==> config.mk <==
export PLATFORM = sky130hd
export DESIGN_NAME = rvga_debug_trace_ctrl_flat
export DESIGN_NICKNAME = d
export VERILOG_FILES = /design/src/rtl/rvga_types.sv /design/src/rtl/rvga_debugbus_if.sv /design/src/rtl/rvga_trace_buf.sv /design/src/rtl/rvga_debug_trace_ctrl.sv /design/src/flat_wrapper.sv
export SDC_FILE = /design/constraint.sdc
export NUM_CORES = 1
export LEC_CHECK = 0
export CORE_AREA = 2 2 256 258
export DETAILED_ROUTE_END_ITERATION = 7
export DIE_AREA = 0 0 258 260
export DONT_BUFFER_PORTS = 1
export PLACE_DENSITY = 0.54
export SLEW_MARGIN = 5
export SYNTH_ARGS = -nofsm -noshare
export SYNTH_HDL_FRONTEND = slang
export SYNTH_HIERARCHICAL = 1
export SYNTH_SLANG_ARGS = --single-unit
==> constraint.sdc <==
create_clock -name clk_i -period 4 [get_ports clk_i]
set_clock_uncertainty 0.15 [all_clocks]
set_input_delay 1.2 -clock clk_i [delete_from_list [all_inputs] [get_ports clk_i]]
set_output_delay 1.2 -clock clk_i [all_outputs]
set_load 0.05 [all_outputs]
==> src/rtl/rvga_types.sv <==
// Shared types for the decoded-instruction debug bus and the trace capture path.
// The timestamp field width is fixed here; the controller's counter is sized into it.
package rvga_types;

    localparam int TRACE_TS_W = 16;

    typedef enum logic [6:0] {
        OPC_LOAD   = 7'b0000011,
        OPC_STORE  = 7'b0100011,
        OPC_BRANCH = 7'b1100011,
        OPC_ALU    = 7'b0110011,
        OPC_ALUI   = 7'b0010011,
        OPC_JAL    = 7'b1101111,
        OPC_JALR   = 7'b1100111,
        OPC_LUI    = 7'b0110111,
        OPC_AUIPC  = 7'b0010111,
        OPC_SYSTEM = 7'b1110011
    } opcode_e;

    typedef enum logic [1:0] {
        TRACE_IDLE = 2'd0,
        TRACE_PRE  = 2'd1,
        TRACE_POST = 2'd2,
        TRACE_DONE = 2'd3
    } rvga_trace_state_e;

    typedef struct packed {
        logic [TRACE_TS_W-1:0] ts;
        opcode_e               opcode;
        logic [2:0]            inst_type;
        logic [2:0]            brop;
        logic [2:0]            ldop;
        logic [1:0]            strop;
        logic [3:0]            artop;
    } rvga_trace_entry_t;

endpackage

==> src/rtl/rvga_debugbus_if.sv <==
// Decoded-instruction debug bus as seen by trace consumers (modport i) and the
// decoder driving it (modport o).
interface rvga_debugbus_if;
    import rvga_types::*;

    opcode_e    opcode;
    logic [2:0] inst_type;
    logic [2:0] brop;
    logic [2:0] ldop;
    logic [1:0] strop;
    logic [3:0] artop;

    modport i (input  opcode, inst_type, brop, ldop, strop, artop);
    modport o (output opcode, inst_type, brop, ldop, strop, artop);
endinterface

==> src/rtl/rvga_trace_buf.sv <==
// Circular flop-array FIFO for trace entries; a push into a full buffer either
// overwrites the oldest entry (overwrite enabled) or is dropped.
module rvga_trace_buf
    import rvga_types::*;
#(
    parameter int DEPTH = 16
) (
    input  logic                     clk_i,
    input  logic                     rst_ni,
    input  logic                     i_push,
    input  logic                     i_pop,
    input  logic                     i_overwrite_en,
    input  logic                     i_clear,
    input  rvga_trace_entry_t        i_wdata,
    output logic [$clog2(DEPTH):0]   o_count,
    output logic                     o_full,
    output logic                     o_empty,
    output rvga_trace_entry_t        o_head
);
    localparam int PTR_W = $clog2(DEPTH);
    localparam int CNT_W = PTR_W + 1;

    rvga_trace_entry_t r_mem [DEPTH];
    logic [PTR_W-1:0]  r_wr_ptr;
    logic [PTR_W-1:0]  r_rd_ptr;
    logic [CNT_W-1:0]  r_count;
    logic              w_do_push;
    logic              w_do_pop;

    assign o_full    = (r_count == CNT_W'(DEPTH));
    assign o_empty   = (r_count == '0);
    assign w_do_push = i_push && !i_clear && (!o_full || i_overwrite_en);
    assign w_do_pop  = i_pop && !i_clear && !i_push && !o_empty;

    always_ff @(posedge clk_i or negedge rst_ni) begin
        if (!rst_ni) begin
            r_wr_ptr <= '0;
            r_rd_ptr <= '0;
            r_count  <= '0;
        end else if (i_clear) begin
            r_wr_ptr <= '0;
            r_rd_ptr <= '0;
            r_count  <= '0;
        end else if (w_do_push) begin
            r_wr_ptr <= r_wr_ptr + 1'b1;
            // Overwriting push: the oldest slot is reused, so the read side moves with it.
            if (o_full) r_rd_ptr <= r_rd_ptr + 1'b1;
            else        r_count  <= r_count + 1'b1;
        end else if (w_do_pop) begin
            r_rd_ptr <= r_rd_ptr + 1'b1;
            r_count  <= r_count - 1'b1;
        end
    end

    always_ff @(posedge clk_i) begin
        if (w_do_push) r_mem[r_wr_ptr] <= i_wdata;
    end

    assign o_count = r_count;
    assign o_head  = r_mem[r_rd_ptr];

endmodule

==> src/rtl/rvga_debug_trace_ctrl.sv <==
// Trace capture controller: samples the debug bus on each retire, sequences
// pre/post-trigger capture, then drains the frozen buffer to the debug host.
module rvga_debug_trace_ctrl
    import rvga_types::*;
#(
    parameter int DEPTH = 16,
    parameter int TS_W  = 16
) (
    input  logic                                 clk_i,
    input  logic                                 rst_ni,
    rvga_debugbus_if.i                           dbg,
    input  logic                                 valid_i,
    input  logic                                 arm_i,
    input  logic                                 disarm_i,
    input  logic                                 trig_en_i,
    input  opcode_e                              trig_op_i,
    input  logic [$clog2(DEPTH):0]               post_cnt_i,
    output logic                                 rd_valid_o,
    input  logic                                 rd_ready_i,
    output logic [$bits(rvga_trace_entry_t)-1:0] rd_data_o,
    output logic [1:0]                           state_o,
    output logic [$clog2(DEPTH):0]               count_o,
    output logic                                 overflow_o
);
    localparam int CNT_W = $clog2(DEPTH) + 1;

    rvga_trace_state_e r_state;
    rvga_trace_state_e w_next;
    logic [TS_W-1:0]   r_ts;
    logic [CNT_W-1:0]  r_post;
    logic              r_overflow;
    logic [CNT_W-1:0]  w_count;
    logic              w_full;
    logic              w_empty;
    logic              w_trig;
    logic              w_push;
    logic              w_pop;
    logic              w_clear;
    logic              w_latch;
    logic              w_post_dec;
    logic              w_ovf_set;
    logic              w_ovf_clr;
    logic              w_ts_clr;
    rvga_trace_entry_t w_entry;
    rvga_trace_entry_t w_head;

    assign w_trig = valid_i && (!trig_en_i || (dbg.opcode == trig_op_i));

    always_comb begin
        w_entry           = '0;
        w_entry.ts        = TRACE_TS_W'(r_ts);
        w_entry.opcode    = dbg.opcode;
        w_entry.inst_type = dbg.inst_type;
        w_entry.brop      = dbg.brop;
        w_entry.ldop      = dbg.ldop;
        w_entry.strop     = dbg.strop;
        w_entry.artop     = dbg.artop;
    end

    always_comb begin
        w_next     = r_state;
        w_push     = 1'b0;
        w_pop      = 1'b0;
        w_clear    = 1'b0;
        w_latch    = 1'b0;
        w_post_dec = 1'b0;
        w_ovf_set  = 1'b0;
        w_ovf_clr  = 1'b0;
        w_ts_clr   = 1'b0;
        if (disarm_i) begin
            w_next    = TRACE_IDLE;
            w_clear   = 1'b1;
            w_ovf_clr = 1'b1;
        end else begin
            case (r_state)
                TRACE_IDLE: begin
                    if (arm_i) begin
                        w_next    = TRACE_PRE;
                        w_clear   = 1'b1;
                        w_ovf_clr = 1'b1;
                        w_ts_clr  = 1'b1;
                    end
                end
                TRACE_PRE: begin
                    if (valid_i) begin
                        w_push    = 1'b1;
                        w_ovf_set = w_full;
                        if (w_trig) begin
                            w_latch = 1'b1;
                            w_next  = (post_cnt_i == '0) ? TRACE_DONE : TRACE_POST;
                        end
                    end
                end
                TRACE_POST: begin
                    // A full buffer ends the post window early instead of losing history.
                    if (w_full) begin
                        w_next = TRACE_DONE;
                    end else if (valid_i) begin
                        w_push     = 1'b1;
                        w_post_dec = 1'b1;
                        if (r_post == CNT_W'(1) || w_count == CNT_W'(DEPTH - 1))
                            w_next = TRACE_DONE;
                    end
                end
                TRACE_DONE: begin
                    if (rd_valid_o && rd_ready_i) begin
                        w_pop = 1'b1;
                        if (w_count == CNT_W'(1)) w_next = TRACE_IDLE;
                    end
                end
                default: w_next = TRACE_IDLE;
            endcase
        end
    end

    always_ff @(posedge clk_i or negedge rst_ni) begin
        if (!rst_ni) begin
            r_state    <= TRACE_IDLE;
            r_ts       <= '0;
            r_post     <= '0;
            r_overflow <= 1'b0;
        end else begin
            r_state <= w_next;
            if (w_ts_clr)
                r_ts <= '0;
            else if (r_state == TRACE_PRE || r_state == TRACE_POST)
                r_ts <= r_ts + 1'b1;
            if (w_latch)         r_post <= post_cnt_i;
            else if (w_post_dec) r_post <= r_post - 1'b1;
            if (w_ovf_clr)       r_overflow <= 1'b0;
            else if (w_ovf_set)  r_overflow <= 1'b1;
        end
    end

    rvga_trace_buf #(
        .DEPTH (DEPTH)
    ) u_buf (
        .clk_i          (clk_i),
        .rst_ni         (rst_ni),
        .i_push         (w_push),
        .i_pop          (w_pop),
        .i_overwrite_en (r_state == TRACE_PRE),
        .i_clear        (w_clear),
        .i_wdata        (w_entry),
        .o_count        (w_count),
        .o_full         (w_full),
        .o_empty        (w_empty),
        .o_head         (w_head)
    );

    // Drain handshake: an entry transfers on a cycle where rd_valid_o && rd_ready_i;
    // rd_valid_o depends only on state and count, never on rd_ready_i.
    assign rd_valid_o = (r_state == TRACE_DONE) && !w_empty;
    assign rd_data_o  = w_head;
    assign state_o    = r_state;
    assign count_o    = w_count;
    assign overflow_o = r_overflow;

endmodule

==> src/flat_wrapper.sv <==
// flat-port wrapper written by rule: the top's interface ports become plain ports
module rvga_debug_trace_ctrl_flat import rvga_types::*;
#(
    parameter int DEPTH = 16,
    parameter int TS_W  = 16
)
  (clk_i, rst_ni, valid_i, arm_i, disarm_i, trig_en_i, trig_op_i, post_cnt_i, rd_valid_o, rd_ready_i, rd_data_o, state_o, count_o, overflow_o, dbg_opcode, dbg_inst_type, dbg_brop, dbg_ldop, dbg_strop, dbg_artop);
  rvga_debugbus_if dbg_i ();
  input  logic clk_i;
  input  logic rst_ni;
  input  logic valid_i;
  input  logic arm_i;
  input  logic disarm_i;
  input  logic trig_en_i;
  input  opcode_e trig_op_i;
  input  logic [$clog2(DEPTH):0] post_cnt_i;
  output logic rd_valid_o;
  input  logic rd_ready_i;
  output logic [$bits(rvga_trace_entry_t)-1:0] rd_data_o;
  output logic [1:0] state_o;
  output logic [$clog2(DEPTH):0] count_o;
  output logic overflow_o;
  input wire logic [$bits(dbg_i.opcode)-1:0] dbg_opcode;
  input wire logic [$bits(dbg_i.inst_type)-1:0] dbg_inst_type;
  input wire logic [$bits(dbg_i.brop)-1:0] dbg_brop;
  input wire logic [$bits(dbg_i.ldop)-1:0] dbg_ldop;
  input wire logic [$bits(dbg_i.strop)-1:0] dbg_strop;
  input wire logic [$bits(dbg_i.artop)-1:0] dbg_artop;
  assign dbg_i.opcode = dbg_opcode;
  assign dbg_i.inst_type = dbg_inst_type;
  assign dbg_i.brop = dbg_brop;
  assign dbg_i.ldop = dbg_ldop;
  assign dbg_i.strop = dbg_strop;
  assign dbg_i.artop = dbg_artop;
  rvga_debug_trace_ctrl #(.DEPTH(DEPTH), .TS_W(TS_W)) u_core (.clk_i(clk_i), .rst_ni(rst_ni), .dbg(dbg_i), .valid_i(valid_i), .arm_i(arm_i), .disarm_i(disarm_i), .trig_en_i(trig_en_i), .trig_op_i(trig_op_i), .post_cnt_i(post_cnt_i), .rd_valid_o(rd_valid_o), .rd_ready_i(rd_ready_i), .rd_data_o(rd_data_o), .state_o(state_o), .count_o(count_o), .overflow_o(overflow_o));
endmodule
==> results of run 1 <==
report_power, final:
group / internal (W) / switching [W] / leakage [nW] / total, W
combinational: 0.000349 / 0.000569 / 2.69 / 0.000918
sequential: 0.00750 / 0.000129 / 6.04 / 0.00763
clock: 0.00357 / 0.00253 / 1.05 / 0.00610
total: 0.0114 / 0.00323 / 9.78 / 0.0146
final timing paths:
| kind | cells past startpoint | slack [ns] | endpoint |
|---|---|---|---|
| setup / recovery | 7 | 0.06 | rd_data_o[2] |
| hold / removal | 0 | 0.14 | u_core/state_o[0]$_DFFE_PN0P_ |
| setup reg to reg | 11 | 0.45 | u_core/u_buf/r_mem[2][8]$_DFFE_PP_ |
| hold reg to reg | 1 | 0.43 | u_core/u_buf/r_wr_ptr[0]$_DFFE_PN0P_ |
| max in group asynchronous | 0 | 3.44 | u_core/u_buf/r_rd_ptr[1]$_DFFE_PN0P_ |
| min in group clk_i | 1 | 0.43 | u_core/u_buf/r_wr_ptr[0]$_DFFE_PN0P_ |
stage by stage:
stage | hold WS [ns] | setup slack [ns] | std cells | area [µm²]
finish | 0.136 | 0.0598 | 2398 | 30500
global route | 0.112 | -0.0377 | 2398 | 30500
CTS | 0.108 | -0.0487 | 2392 | 30200
detailed placement | 0.433 | 0.196 | 2255 | 27600
global placement | 0.425 | 0.276 | 2255 | 27600
floorplan | 0.378 | 0.00162 | 1362 | 25600
critical path, cell delays in order, from the launching register on:
cell,delay (ns)
dfrtp_4,0.43
buf_6,0.22
buf_16,0.19
buf_12,0.15
mux4_2,0.50
a22oi_1,0.20
nand2_1,0.08
buf_4,0.19
state kept, by name, summed over array words and instances, names as in the netlist:
signal,flops
u_core/u_buf/r_mem,608
u_core/u_buf/o_count,5
u_core/u_buf/r_wr_ptr,4
u_core/r_post,5
u_core/u_buf/r_rd_ptr,4
u_core/r_ts,16
u_core/state_o,2
u_core/overflow_o,1
cell usage in the layout (no fill, tap or decap), types with 6 or more instances in the layout:
master,count
xor2_1,10
ha_1,16
mux2i_1,152
edfxtp_1,608
clkbuf_16,72
and3_2,8
nand2_1,48
a22oi_1,36
nand4_1,7
buf_16,6
o21ai_0,43
nor3_1,8
a21oi_1,9
nor2b_1,8
nor2_1,29
xnor2_1,17
inv_1,13
mux2_1,8
clkinv_1,7
clkbuf_1,23
o21ai_1,6
mux4_2,76
a221oi_2,52
buf_12,28
nand3_1,8
buf_6,12
dfrtp_1,33
a221oi_1,23
buf_4,79
clkinv_2,13
timing repair:
item	in CTS	in global routing
setup endpoints to repair	37	37
buffers inserted	10	7
pin swaps	4	7
resized for setup	35	52
cloned	5	0
area by class of cell:
cell class	count	share of cell area (%)
clock inverters	27	0.817
multi-input cells	631	21.1
inverters	15	0.189
well taps	855	3.51
flip-flops and latches	645	63.0
repair buffers	130	5.19
clock buffers	95	6.20
cell families after synthesis:
family / synth area share (%)
flip-flops: 75.0
multiplexers: 13.1
AO/OA/AOI/OAI: 5.60
AND/OR/NAND/NOR: 3.13
buffers and inverters: 1.43
XOR/XNOR: 0.924
adder cells (fa/ha/maj): 0.861
metal layers:
layer	GRT usage (%)	vias to the layer above	share of wire, %	wire (µm)
met5	0	-	0	0
met1	24.9	7034	44	26900
li1	-	5863	-	-
met4	4.88	0	1.6	979
met3	2.97	68	4.5	2740
met2	30.4	308	50	30100
==> summary.txt, run 1 <==
Clock network
  – Hold Buf Count CTS: 0
  – CTS root buffer: clkbuf_16
  – Max Root-Sink Buffers: 3
  – CTS tree: done
  – Skew-Pair Late Insertion Delay: 0.60 ns
  – H-tree levels: 3
  – CTS clk-pin slew, worst paths: about 0.06 ns
  – CTS Sinks: roughly 650
  – Inserted Clock Buffers: around 70

Synth
  – Synth unique cells: between 50 and 60
  – Post-synth net total: 1420
  – Fraction of registers with async set/reset: around 5.7%
  – Avg Cell Area, Syn: around 19 µm²
  – Area leader, netlist: edfxtp_1
  – Post-synth top area share: 71.4%
  – Synth Instances: between 1000 and 1500
  – Post-synth EDFFs: between 600 and 700
  – Share of the yosys chip area belonging to registers: around three quarters
  – Post-synthesis instance area: around 26000 µm²
  – Top cells by area, synth: edfxtp_1, mux4_2, mux2i_1
  – Most used DFF post-synth: edfxtp_1
  – Most instantiated library cell after synthesis: edfxtp_1
  – Synth Warn #: 6
  – FF+latch count, synth: ~650
  – Post-synth top cells: edfxtp_1, mux2i_1, a221oi_1, mux4_2, nand2_1

STA
  – Setup_tns: 0 ns
  – Pins Over Slew Limit: 0
  – Relative slew slack: between 50 and 60%
  – Endpoints failing setup: 0
  – Post-layout min period: ~3.9 ns
  – Fmax achieved: ~0.25 GHz
  – Slew @ Worst Pin: just over 0.7 ns
  – RSZ-0062 raised after global routing: true
  – Period utilisation layout: just under 100%
  – Final hold vios: 0

Worst setup path
  – CP max FO: 9
  – Critical path arrival: 2.59 ns
  – CP Launch Type: flip-flop
  – Critical Path RT: around 2.7 ns
  – Crit. Startpoint: u_core/u_buf/r_rd_ptr[0]$_DFFE_PN0P_
  – Critical R2R Launch: u_core/state_o[1]$_DFFE_PN0P_
  – WS Path Type: flip-flop to output pin
  – Crit. End Element: output pin

Floorplan
  – Core area: around 64000 µm²
  – Initial core utilization: 39.9%
  – Die H: 260 µm
  – Row count: between 90 and 100
  – Full die area: approximately 67000 µm²
  – Die width: 258 µm
  – IO Pins: between 80 and 90

Layout
  – Area delta synth->final: 19.1%
  – Fillers: between 5000 and 6000
  – Fin nets: 1550
  – Core Util, Final: between 40% and 50%
  – Layout cells sized above 1: about a quarter
  – Seq. cell area: around 19000 µm²
  – Diodes inserted: 0
  – Multi-input gate area: 6430 µm²

Placement
  – Port buffer count: 0
  – Final RePlAce weighted congestion: about 0.74
  – Detailed Place HPWL: between 30000 and 40000 µm

Run
  – Maxcap violations: 0

Power and ir drop
  – VDD IR-drop max: roughly 0.36 mV
  – Design Power: around 0.015 W
  – Leakage Power: a little under 10 nW
  – PD cells: between 400 and 500 nW/µm²

Route
  – Routed Antenna Nets: 0
  – DR vias: between 10000 and 15000
  – 1st-pass router iterations: 5
  – WL final: just over 60000 µm
  – Vias per cell: between 5 and 6
  – # DRC: 0
  – Wirelength per Cell: 25.3 µm
  – DRT iter0 DRCs: a little under 1000

Outcome
  – Status: completed

Global routing
  – Initial antenna violation count: 0
  – GRT overflow: 0
  – Number of global-route vias before repair: between 10000 and 15000
  – Total track usage: a little under a fifth
  – Largest net degree at the start of global routing: 45
  – First-pass GRT wire length: between 80000 and 90000 µm

Min path
  – Worst Hold Class: primary input to async pin
No activity file was read; power rests on OpenSTA's default activity.
==> run 2: changes to the inputs <==
==> constraint.sdc (replaced) <==
create_clock -name clk_i -period 4.2 [get_ports clk_i]
set_clock_uncertainty 0.15 [all_clocks]
set_input_delay 1.26 -clock clk_i [delete_from_list [all_inputs] [get_ports clk_i]]
set_output_delay 1.26 -clock clk_i [all_outputs]
set_load 0.05 [all_outputs]
==> run 2 against run 1 <==
Effect of this change:
- core utilization fell by 0.99 points
- die area did not move
- flip-flop and latch count unchanged
- combinational power is 8.5% lower
- critical path type unchanged
- critical endpoint is now rd_data_o[29]
- largest cell class unchanged
- largest power group unchanged
==> summary.txt, run 2 (synthesis results as in run 1) <==
Placement
  – Final RePlAce weighted congestion: between 0.7 and 0.8
  – DP Area: 27400 µm²
  – Detailed Place HPWL: ~31000 µm
  – Port buffer count: 0

Layout
  – Multi-input gate area: 6110 µm²
  – Most common cell after layout, fill and taps aside: edfxtp_1
  – Max reg flops: 608
  – Largest regs: u_core/u_buf/r_mem (608), u_core/r_ts (16)
  – Fillers: about 5400
  – Seq. cell area: 19200 µm²
  – Commonest non-fill, non-tap cells in the layout: edfxtp_1, mux2i_1, mux4_2, clkbuf_16, a221oi_1
  – Diodes inserted: 0
  – Design Area, Final: around 30000 µm²
  – Fin nets: around 1500
  – Most flops, register: u_core/u_buf/r_mem
  – Layout cells sized above 1: around a fifth
  – Core Util, Final: between 40 and 50%
  – Area delta synth->final: 16.6%

Worst setup path
  – Critical Path RT: approximately 2.8 ns
  – Crit-path cells: nor2b_4 > buf_12 > buf_6 > a221oi_1 > o21ai_0 > nand2_1 > buf_4
  – CP Launch Type: flip-flop
  – CP max FO: 35
  – Family with the most delay on the worst path: buffers and inverters
  – Crit. End Element: output pin
  – CP max-delay cell: dfrtp_4
  – CP max stage delay: 0.60 ns
  – WP buf/inv: 3
  – WS Path Type: flip-flop to output pin
  – Critical path arrival: around 2.7 ns

Global routing
  – Total track usage: about 18%
  – First-pass GRT wire length: 87500 µm
  – GRT overflow: 0
  – Initial antenna violation count: 0
  – Number of global-route vias before repair: ~14000
  – Largest net degree at the start of global routing: between 60 and 70

Floorplan
  – IO Pins: 88
  – Full die area: 67100 µm²
  – Core area: around 64000 µm²
  – Row count: between 90 and 100
  – Die width: 258 µm
  – Initial core utilization: roughly two fifths
  – Die H: ~260 µm

STA
  – Endpoints failing setup: 0
  – Fmax achieved: between 0.2 and 0.25 GHz
  – RSZ-0062 raised after global routing: false
  – Final hold vios: 0
  – Post-layout min period: 4.08 ns
  – Pins Over Slew Limit: 0
  – Slew @ Worst Pin: 0.781 ns
  – Relative slew slack: between 40% and 50%
  – Period utilisation layout: a little over nine tenths

Clock network
  – Max Root-Sink Buffers: 3
  – Hold Buf Count CTS: 0
  – Inserted Clock Buffers: 70
  – CTS root buffer: clkbuf_16
  – CTS Sinks: between 600 and 700
  – H-tree levels: 3
  – CTS tree: done
  – CTS clk-pin slew, worst paths: about 0.060 ns
  – Skew-Pair Late Insertion Delay: approximately 0.6 ns

Min path
  – Worst Hold Class: primary input to async pin

Power and ir drop
  – PD cells: approximately 470 nW/µm²
  – Switching Power: 0.00307 W
  – Clock share of power: between 40% and 50%
  – Combinational power share: 6.0%
  – Sw Share: 21.9%
  – Reg power frac: between 50% and 60%
  – Leakage Power: between 9 and 10 nW
  – VDD IR-drop max: roughly 0.32 mV
  – P_int: around 0.011 W

Route
  – DR vias: 13200
  – Wirelength per Cell: around 25 µm
  – WL final: a little under 60000 µm
  – 1st-pass router iterations: 4
  – Routed Antenna Nets: 0
  – DRT iter0 DRCs: about 1000
  – # DRC: 0
  – Vias per cell: around 5.6

Run
  – Maxcap violations: 0

Outcome
  – Status: completed
-- run 2: timing repair --
item,CTS,global route
pin swaps,4,0
endpoints found under the setup margin,17,35
setup buffers,0,8
resized for setup,12,9
gates cloned,1,2
-- run 2: layout make-up --
type	instances	area share, %
sequential	645	64.3
multi-input combinational	632	20.5
clock buffer	94	6.49
timing repair buffer	104	3.97
tap	855	3.59
clock inverter	32	0.960
inverter	15	0.193
-- run 2: routing by layer --
layer / wire (µm) / global-route usage, %
met1: 27600 / 25.5
met2: 27600 / 27.5
met3: 2670 / 3.18
met4: 1080 / 4.11
met5: 0 / 0
-- run 2: path summary, 6_finish.rpt --
check,startpoint,end,slack [ns],depth (start not counted)
min,rst_ni,u_core/r_ts[14]$_DFFE_PN0P_,0.21,0
max reg2reg,u_core/state_o[1]$_DFFE_PN0P_,u_core/u_buf/o_count[4]$_DFFE_PN0P_,0.67,13
min in group clk_i,u_core/u_buf/r_wr_ptr[0]$_DFFE_PN0P_,u_core/u_buf/r_wr_ptr[0]$_DFFE_PN0P_,0.43,1
max in group asynchronous,rst_ni,u_core/u_buf/r_rd_ptr[0]$_DFFE_PN0P_,3.57,0
max,u_core/u_buf/r_rd_ptr[2]$_DFFE_PN0P_,rd_data_o[29],0.12,7
min reg2reg,u_core/u_buf/r_wr_ptr[0]$_DFFE_PN0P_,u_core/u_buf/r_wr_ptr[0]$_DFFE_PN0P_,0.43,1
-- run 2: stage by stage --
step | worst slack, ns | hold slack, ns | cells | power (W) | setup TNS, ns
2_1_floorplan | 0.148 | 0.378 | 1362 | 0.00800 | 0
3_3_place_gp | 0.474 | 0.430 | 2240 | 0.00822 | 0
3_5_place_dp | 0.411 | 0.435 | 2240 | 0.00823 | 0
4_1_cts | -0.0346 | 0.170 | 2367 | 0.0142 | -0.145
5_1_grt | 0.000720 | 0.168 | 2377 | 0.0145 | 0
6_report | 0.125 | 0.212 | 2377 | 0.0140 | 0
-- run 2: power by group through the flow --
stage | Combinational, W | Clock [W] | Sequential, W
2_1_floorplan | 0.000515 | 0 | 0.00749
3_3_place_gp | 0.000830 | 0 | 0.00739
3_5_place_dp | 0.000835 | 0 | 0.00740
4_1_cts | 0.000842 | 0.00607 | 0.00727
5_1_grt | 0.000930 | 0.00633 | 0.00728
6_report | 0.000840 | 0.00592 | 0.00726
==> variant: new RTL, settings of run 2 <==
Make the reset (`rst_ni`) synchronous in 2 clocked blocks.
--- a/src/rtl/rvga_trace_buf.sv
+++ b/src/rtl/rvga_trace_buf.sv
@@ -32,7 +32,7 @@
     assign w_do_push = i_push && !i_clear && (!o_full || i_overwrite_en);
     assign w_do_pop  = i_pop && !i_clear && !i_push && !o_empty;
 
-    always_ff @(posedge clk_i or negedge rst_ni) begin
+    always_ff @(posedge clk_i) begin
         if (!rst_ni) begin
             r_wr_ptr <= '0;
             r_rd_ptr <= '0;
--- a/src/rtl/rvga_debug_trace_ctrl.sv
+++ b/src/rtl/rvga_debug_trace_ctrl.sv
@@ -113,7 +113,7 @@
         end
     end
 
-    always_ff @(posedge clk_i or negedge rst_ni) begin
+    always_ff @(posedge clk_i) begin
         if (!rst_ni) begin
             r_state    <= TRACE_IDLE;
             r_ts       <= '0;
Formal check against the unedited RTL: differs if rst_ni is asserted again (counterexample within 4 cycles, from zero or initial values and one cycle with rst_ni low); with rst_ni held inactive, the same outputs for 4 cycles.
==> variant against run 2 <==
Critical path depth fell by 3. Setup slack improved by 0.0098 ns. Routed wire length fell by 6.8%. Sequential cell count rose by 4. Design area fell by 2.4%. Die area did not move. Utilization fell by 1.1 points. Via count fell by 8.5%. Worst hold slack improved by 0.12 ns. Count of clock-buffer cells in the layout fell by 9. Synthesized area fell by 2.0%. Largest cell class unchanged.
Power is not compared: it rests on default switching activity, and its combinational part moved more than twofold at a synthesized area within 25%.
==> variant: results (changes against run 2) <==
[yosys]
synthArstFlopShare=0  ; -0.0574
synth_area_leaders=edfxtp_1, mux4_2, dfxtp_1
ys_seq_area_frac=0.761  ; +0.0108
syn_nets=1275  ; -10%
synth_cell_types=53  ; -5.4%
ys_top_cells_by_count=edfxtp_1, mux4_2, a22oi_1, nand2_1, dfxtp_1

[place]
io_buffers=0  ; unchanged
place_area_mm2=0.0268  ; -2.0%
place_congestion=0.739  ; +2.9%
dpl.hpwl_um=28700  ; -8.3%

[cts]
clk_pin_slew_ns=0.06  ; about the same
insertion_delay_ns=0.61  ; +0.02 ns

[routing]
drt_iter0_drc=955  ; -6.2%
met1Wirelength_um=24900  ; -9.7%
wl_met2_um=26600  ; -3.6%
via_per_inst=5.49  ; -1.3%
drt_wl_total_um=54900  ; -6.8%
met3WireLength_um=2570  ; -3.8%
first_pass_iters=5  ; +1

[grt]
gr-usage-all-layers=0.166  ; -0.00917
grtUsageMet3=0.0313  ; -0.000487
grt_use_met1=0.233  ; -0.0219
grt_pass1_vias=12700  ; -6.1%
grt_max_degree=64  ; -3.0%
grt_pass1_wl_um=81900  ; -6.4%
grtUsageMet2=0.267  ; -0.00814

[outcome]
outcome=finished, final reports clean

[timing]
slew_headroom=0.485  ; +0.00609
layout_min_cycle_time_ns=4.07  ; -0.00981 ns

[critical_path]
slowest_stage=mux4_2
critPathMaxFanout=34  ; -2.9%
crit_arrival_ns=2.66  ; about the same
path_delay_family=multiplexers

[layout]
layout-drive-gt1-share=0.267  ; +0.0573
fin_nets=1351  ; -11%

[hold_path]
hp-class=reg -> reg

variant: cell types whose count changed in the layout (fill, tap and decap cells not counted), moves of 13 or more:
cell,change
nor2_4,+13
mux2i_1,-149
mux4_2,+77
a22oi_1,+37
o21ai_0,-35
dfrtp_1,-33
buf_4,-29
a221oi_1,-70
dfxtp_1,+39
variant: cell families after synthesis:
family / Yosys count / share of synthesized area
flip-flops: 649 / 0.761
AND/OR/NAND/NOR: 170 / 0.0344
multiplexers: 157 / 0.139
AO/OA/AOI/OAI: 126 / 0.0358
buffers and inverters: 71 / 0.0121
XOR/XNOR: 27 / 0.00943
adder cells (fa/ha/maj): 17 / 0.00878
variant: through the flow:
stage / setup slack, ns / instances
2_1_floorplan: -0.474 / 1217
3_3_place_gp: 0.414 / 2076
3_5_place_dp: 0.390 / 2076
4_1_cts: 0.0163 / 2204
5_1_grt: 0.00122 / 2204
6_report: 0.135 / 2204
variant: final cells by class:
cell class | instances | area (um2)
Tap cell | 855 | 1070
Clock buffer | 85 | 1900
Sequential cell | 649 | 19100
Clock inverter | 43 | 354
Fill cell | 5398 | 35000
Inverter | 12 | 45.0
Multi-Input combinational cell | 497 | 5890
Timing Repair Buffer | 63 | 781
variant: final timing paths:
check                                start                        to  slack [ns]  cells after the start
hold reg to reg   u_core/u_buf/r_rd_ptr[3]  u_core/u_buf/r_rd_ptr[3]        0.33                      2
setup reg to reg   u_core/u_buf/o_count[4]   u_core/u_buf/o_count[4]        0.76                     14
setup / recovery                      flop             rd_data_o[29]        0.13                      4
hold / removal    u_core/u_buf/r_rd_ptr[3]  u_core/u_buf/r_rd_ptr[3]        0.33                      2
variant: timing repair:
item | CTS | global route
resized for setup | 0 | 10
hold buffers | 0 | 0
setup endpoints to repair | 0 | 9
setup buffers | 0 | 0
